[config.mk]
export PLATFORM = sky130hd
export DESIGN_NAME = ncap_level_ctrl
export DESIGN_NICKNAME = d
export VERILOG_FILES = /design/src/rtl/ncap_level_ctrl.sv
export SDC_FILE = /design/constraint.sdc
export NUM_CORES = 1
export LEC_CHECK = 0
export BUFFER_PORTS_ARGS = -buffer_cell sky130_fd_sc_hd__clkbuf_2
export CAP_MARGIN = 15
export CORE_ASPECT_RATIO = 0.7
export CORE_MARGIN = 2
export CORE_UTILIZATION = 45
export CTS_BUF_LIST = sky130_fd_sc_hd__clkbuf_16
export CTS_CLUSTER_DIAMETER = 40
export DETAILED_ROUTE_END_ITERATION = 16
export PLACE_DENSITY = 0.84
export SLEW_MARGIN = 15
export SYNTH_ARGS = -nofsm -noshare
export SYNTH_HDL_FRONTEND = slang
export SYNTH_SLANG_ARGS = --single-unit
[constraint.sdc]
create_clock -name clk -period 14.5 [get_ports clk]
set_input_delay 0.725 -clock clk [delete_from_list [all_inputs] [get_ports clk]]
set_output_delay 0.725 -clock clk [all_outputs]
set_load 0.1 [all_outputs]
[src/rtl/ncap_level_ctrl.sv]
// Packet-rate performance level controller for a NIC: counts RX/TX packets per epoch,
// steps a level up/down from per-level thresholds and reports changes on a held irq.
//
// state    | meaning
// IRQ_IDLE | no interrupt outstanding
// IRQ_PEND | irq held high until irq_ack; later changes overwrite irq_level

module ncap_level_ctrl #(
  parameter int NUM_LEVELS  = 4,
  parameter int LVL_W       = 2,
  parameter int COUNT_W     = 32,
  parameter int RESET_LEVEL = 0
) (
  input  logic                    clk,
  input  logic                    rst,
  input  logic [31:0]             interval,
  input  logic [NUM_LEVELS*32-1:0] thr_up_rx,
  input  logic [NUM_LEVELS*32-1:0] thr_down_rx,
  input  logic [NUM_LEVELS*32-1:0] thr_down_tx,
  input  logic [7:0]              down_hold,
  input  logic                    aggressive_mode,
  input  logic                    rx_tvalid,
  input  logic                    rx_tready,
  input  logic                    rx_tlast,
  input  logic                    tx_tvalid,
  input  logic                    tx_tready,
  input  logic                    tx_tlast,
  input  logic                    irq_ack,
  output logic                    irq,
  output logic [LVL_W-1:0]        irq_level,
  output logic [LVL_W-1:0]        cur_level,
  output logic [COUNT_W-1:0]      epoch_rx_count,
  output logic [COUNT_W-1:0]      epoch_tx_count
);

  localparam int CMP_W = (COUNT_W > 32) ? COUNT_W : 32;
  localparam logic [COUNT_W-1:0] CNT_MAX = '1;
  localparam logic [LVL_W-1:0]   RST_LVL = LVL_W'(RESET_LEVEL);

  typedef enum logic {IRQ_IDLE, IRQ_PEND} irq_state_t;

  irq_state_t state_q, state_d;
  logic [LVL_W-1:0] irq_level_d;

  logic [31:0] tmr_q, term_q, term_in;
  logic        epoch_end;

  logic               rx_hs, tx_hs;
  logic [COUNT_W-1:0] rx_cnt_q, tx_cnt_q, rx_cnt_inc, tx_cnt_inc;

  logic [LVL_W-1:0] up_tgt;
  logic             up_ok, up_chg;
  logic [31:0]      dn_rx_thr, dn_tx_thr;
  logic             low_epoch, step_down;
  logic [7:0]       streak_q, streak_inc, hold_eff;
  logic             chg_q;

  // The top up-threshold has no level above it.
  logic unused_thr_top;
  assign unused_thr_top = ^thr_up_rx[NUM_LEVELS*32-1 -: 32];

  // Epoch length is latched at each wrap, so a new interval applies from the next epoch.
  assign term_in   = (interval == 32'd0) ? 32'd0 : interval - 32'd1;
  assign epoch_end = (tmr_q == term_q);

  always_ff @(posedge clk) begin
    if (rst) begin
      tmr_q  <= 32'd0;
      term_q <= term_in;
    end else if (epoch_end) begin
      tmr_q  <= 32'd0;
      term_q <= term_in;
    end else begin
      tmr_q  <= tmr_q + 32'd1;
    end
  end

  assign rx_hs = rx_tvalid & rx_tready & rx_tlast;
  assign tx_hs = tx_tvalid & tx_tready & tx_tlast;
  assign rx_cnt_inc = (rx_hs && rx_cnt_q != CNT_MAX) ? rx_cnt_q + COUNT_W'(1) : rx_cnt_q;
  assign tx_cnt_inc = (tx_hs && tx_cnt_q != CNT_MAX) ? tx_cnt_q + COUNT_W'(1) : tx_cnt_q;

  always_ff @(posedge clk) begin
    if (rst) begin
      rx_cnt_q       <= '0;
      tx_cnt_q       <= '0;
      epoch_rx_count <= '0;
      epoch_tx_count <= '0;
    end else if (epoch_end) begin
      rx_cnt_q       <= '0;
      tx_cnt_q       <= '0;
      epoch_rx_count <= rx_cnt_inc;
      epoch_tx_count <= tx_cnt_inc;
    end else begin
      rx_cnt_q       <= rx_cnt_inc;
      tx_cnt_q       <= tx_cnt_inc;
    end
  end

  // Climb while every threshold from the current level upward is exceeded.
  always_comb begin
    up_tgt = cur_level;
    up_ok  = 1'b1;
    for (int k = 0; k < NUM_LEVELS - 1; k++) begin
      if (k >= int'(cur_level)) begin
        if (up_ok && (CMP_W'(rx_cnt_inc) > CMP_W'(thr_up_rx[32*k +: 32])))
          up_tgt = LVL_W'(k + 1);
        else
          up_ok = 1'b0;
      end
    end
  end

  always_comb begin
    dn_rx_thr = 32'd0;
    dn_tx_thr = 32'd0;
    for (int i = 0; i < NUM_LEVELS; i++) begin
      if (LVL_W'(i) == cur_level) begin
        dn_rx_thr = thr_down_rx[32*i +: 32];
        dn_tx_thr = thr_down_tx[32*i +: 32];
      end
    end
  end

  assign up_chg     = (up_tgt != cur_level);
  assign low_epoch  = (cur_level != '0) &&
                      (CMP_W'(rx_cnt_inc) < CMP_W'(dn_rx_thr)) &&
                      (CMP_W'(tx_cnt_inc) < CMP_W'(dn_tx_thr));
  assign hold_eff   = (down_hold == 8'd0) ? 8'd1 : down_hold;
  assign streak_inc = streak_q + 8'd1;
  assign step_down  = low_epoch && (streak_inc >= hold_eff);

  always_ff @(posedge clk) begin
    if (rst) begin
      cur_level <= RST_LVL;
      streak_q  <= 8'd0;
      chg_q     <= 1'b0;
    end else begin
      chg_q <= 1'b0;
      if (epoch_end) begin
        if (up_chg) begin
          cur_level <= up_tgt;
          streak_q  <= 8'd0;
          chg_q     <= 1'b1;
        end else if (step_down) begin
          cur_level <= cur_level - LVL_W'(1);
          streak_q  <= 8'd0;
          chg_q     <= ~aggressive_mode;
        end else if (low_epoch) begin
          streak_q  <= streak_inc;
        end else begin
          streak_q  <= 8'd0;
        end
      end
    end
  end

  always_ff @(posedge clk) begin
    if (rst) begin
      state_q   <= IRQ_IDLE;
      irq_level <= RST_LVL;
    end else begin
      state_q   <= state_d;
      irq_level <= irq_level_d;
    end
  end

  // chg_q marks the decision cycle; cur_level already holds the new level there.
  always_comb begin
    state_d     = state_q;
    irq_level_d = irq_level;
    case (state_q)
      IRQ_IDLE: begin
        if (chg_q) begin
          state_d     = IRQ_PEND;
          irq_level_d = cur_level;
        end
      end
      IRQ_PEND: begin
        if (chg_q)
          irq_level_d = cur_level;
        else if (irq_ack)
          state_d = IRQ_IDLE;
      end
    endcase
  end

  assign irq = (state_q == IRQ_PEND);

endmodule

==> reports/summary.txt <==
Clock transition at path regs -> 0.04 ns
Most common cell on crit path -> nand4_1
Seq/Total Area, Yosys -> 0.292
postcts setup bufs -> 0
peak supply drop -> 0.0000604 V
Setup crit end kind -> register
crit share post-route -> 0.404
Logic pwr share -> 0.107
IO Pins -> 503
Routed WL -> 53.6 mm
initial antenna violation count -> 9
hold_buf cts -> 0
routed len/inst -> 19.1 um
Seq. cell area -> 0.00444 mm2
CTS Root Cell -> clkbuf_16
routed vias/inst -> 5.60
warning count from the yosys run -> 0
predominant post-synthesis flop cell -> dfxtp_1
Final Skew -> 0.0278 ns
slew margin rel. -> 0.190
synthesized area -> 0.0152 mm2
number of flops mapped to enable cells by yosys -> 32
row cnt -> 56
status -> complete, no violations
RSZ-0062 raised after global routing -> no
port bufs -> 470
Yosys cell types -> 73
critical path required time -> 14.88 ns
ys async rst share -> 0
Starting Density -> 0.455
CTS Buf Count -> 34
Yosys reg bits -> 206
Critical-path top delay cell -> nor4_1
Layout fillers -> 3,029
switching share of power -> 0.252
DP HPWL -> 42.4 mm
net count after synthesis -> 2,510
largest net degree at the start of global routing -> 76
GRT overflow -> 0
nets -> 2,947
CP Max Fanout -> 9
switching pwr -> 385 uW
initial DRC count -> 1,413
layout cells sized above 1 -> 0.242
PD cells -> 80.3 mW/mm2
post-CTS resize count -> 0
final hold viol count -> 0
P_leak -> 0.00961 uW
setup tns final -> 0 ns
DIE WIDTH -> 224 um
Clk pwr share -> 0.503
top cell family by delay on the critical path -> simple AND/OR/NAND/NOR gates
post-route ant nets -> 0
maxcap violations -> 0
Synth Instances -> 1,901
Initial DRT Pass Iterations -> 6
core footprint -> 0.0334 mm2
WP buf/inv -> 0
final setup fails -> 0
GP Congestion -> 0.930
Hold Crit Class -> in -> reg
post-route cell area -> 0.0190 mm2
CTS tree -> yes
GRT Total Usage -> 0.292
H-tree depth -> 2
syn_area_per_cell -> 8.00 um2
Final Critical Period -> 5.86 ns
clk_lat worst skew -> 0.51 ns
chip height -> 158 um
slowest stage delay, CP -> 0.75 ns
Slew Limit Fails -> 0
vias in the first global route -> 14,700
worst-margin pin slew -> 1.21 ns
critical path type -> reg -> reg
register share of total power -> 0.390
area occupied by multi-input gates -> 0.0100 mm2
Fmax -> 171 MHz
CP startpoint kind -> register
global-route wire length before repair -> 80.0 mm
DRC viols -> 0
Die ar. -> 0.0353 mm2
Vias -> 15,700
cell internal pwr -> 1140 uW
clk buf depth -> 3
Area after DPL -> 0.0179 mm2
area grow syn2layout -> 25.2%
CTS Sinks -> 206
Arrival @ worst endpoint -> 6.24 ns
CP cell instances -> and4_1, and2_1, and4_4, nor4_2, and3_1, nand2_1, nor3_1, xor2_1, ha_1, nand4_1, nor4_1, nand3_1, or4_1, a21boi_0, nand4_1, nand3b_1, a21o_1, mux2_4
-- Yosys cell counts (5+ instances only) --
cell        n  area share
o31ai_1     5      0.0025
nor2b_1     8      0.0033
buf_2       7      0.0023
nand2b_1    5      0.0021
nor4_1     18      0.0074
a211oi_1   11      0.0054
a22o_1      8      0.0046
buf_1      22      0.0054
mux2i_1    53       0.035
xor2_1     57       0.033
or4_1      10      0.0049
nor3_1     25      0.0082
nand3_1    51       0.017
a22oi_1    64       0.032
a21oi_1   206       0.068
o21ai_0    30      0.0099
and2_1     56       0.023
o21a_1      7      0.0035
xnor2_1    93       0.054
inv_1     137       0.034
nor2_1    331       0.082
o211ai_1    7      0.0035
clkbuf_1   52       0.013
and3_1     18      0.0074
ha_1      175        0.14
nand4_1    62       0.026
edfxtp_1   32       0.063
a21o_1      8      0.0039
dfxtp_1   174        0.23
nand2_1    82       0.020
or3_1       7      0.0029
and4_1     12      0.0069
-- layer usage --
| layer | part of all wire | up-vias | global-route usage | wire length, um |
|---|---|---|---|---|
| met5 | 0.000093 | - | 0 | 5 |
| met3 | 0.073 | 128 | 0.0507 | 3940 |
| li1 | - | 7593 | - | - |
| met4 | 0.043 | 2 | 0.138 | 2330 |
| met1 | 0.44 | 7274 | 0.392 | 23700 |
| met2 | 0.44 | 704 | 0.459 | 23600 |
-- worst register-to-register path: stages, from the launching register on --
cell	delay [ns]
dfxtp_1	0.34
and4_1	0.24
and2_1	0.25
and4_4	0.23
nor4_2	0.44
and3_1	0.33
nand2_1	0.15
nor3_1	0.20
xor2_1	0.67
ha_1	0.30
nand4_1	0.17
nor4_1	0.75
nand3_1	0.20
or4_1	0.53
a21boi_0	0.17
nand4_1	0.17
nand3b_1	0.13
a21o_1	0.18
mux2_4	0.31
-- final timing paths --
check / to / cells after the start / start / slack, ns
setup / recovery: cur_level[0] / 18 / rx_cnt_q[4] / 8.64
hold / removal: chg_q / 2 / aggressive_mode / 0.44
setup reg to reg: cur_level[0] / 18 / rx_cnt_q[4] / 8.64
hold reg to reg: epoch_rx_count[16] / 2 / epoch_rx_count[16] / 0.48
-- sequential cells by signal (all words and copies together) (netlist names) --
| signal | cells |
|---|---|
| tx_cnt_q | 32 |
| term_q | 32 |
| streak_q | 8 |
| epoch_rx_count | 32 |
| tmr_q | 32 |
| cur_level | 2 |
| irq | 1 |
| rx_cnt_q | 32 |
| chg_q | 1 |
| irq_level | 2 |
| epoch_tx_count | 32 |
-- through the flow --
stage	total power (uW)	utilization	hold WS, ns	instances	setup slack, ns
floorplan	680	-	0.452	1901	9.53
global placement	762	0.537	0.465	2737	8.46
detailed placement	768	0.537	0.472	2737	8.38
CTS	1540	0.569	0.424	2795	8.57
global route	1580	0.569	0.435	2802	8.21
finish	1530	0.570	0.442	2804	8.64
-- power groups by stage --
stage          clock network [uW]  logic, uW  registers, uW
2_1_floorplan                   0       74.5            606
5_1_grt                       803        181            596
6_report                      769        163            596
3_5_place_dp                    0        160            608
4_1_cts                       778        162            596
3_3_place_gp                    0        155            607
-- layout by cell type (no fill, tap or decap), types with 8 or more instances in the layout --
master | synthesis | routed
clkbuf_16 | 0 | 35
a22oi_1 | 64 | 64
diode_2 | 0 | 9
a21oi_1 | 206 | 205
nand2_1 | 82 | 81
ha_1 | 175 | 172
nor3_1 | 25 | 25
edfxtp_1 | 32 | 32
and2_1 | 56 | 56
clkbuf_2 | 0 | 469
xor2_1 | 57 | 57
o21ai_0 | 30 | 30
and3_1 | 18 | 18
xnor2_1 | 93 | 93
a21o_1 | 8 | 8
and4_1 | 12 | 12
nor2_1 | 331 | 331
nand3_1 | 51 | 51
or4_1 | 10 | 10
mux2i_1 | 53 | 53
nor4_1 | 18 | 18
a22o_1 | 8 | 8
buf_4 | 0 | 13
dfxtp_1 | 174 | 174
a211oi_1 | 11 | 11
inv_1 | 137 | 138
nand4_1 | 62 | 62
-- layout make-up --
class | count | share of cell area
Multi-Input combinational cell | 1476 | 0.525
Sequential cell | 206 | 0.233
Timing Repair Buffer | 482 | 0.128
Clock buffer | 35 | 0.0460
Tap cell | 435 | 0.0286
Inverter | 138 | 0.0272
Clock inverter | 23 | 0.0101
Antenna cell | 9 | 0.00118
-- logic make-up after synthesis --
kind of cell,Yosys count,synth area share
flip-flops,206,0.292
AND/OR/NAND/NOR,710,0.228
XOR/XNOR,150,0.0864
AO/OA/AOI/OAI,383,0.156
multiplexers,58,0.0391
adder cells (fa/ha/maj),175,0.144
buffers and inverters,219,0.0546
Note: power is estimated with default switching activity, not from simulation.
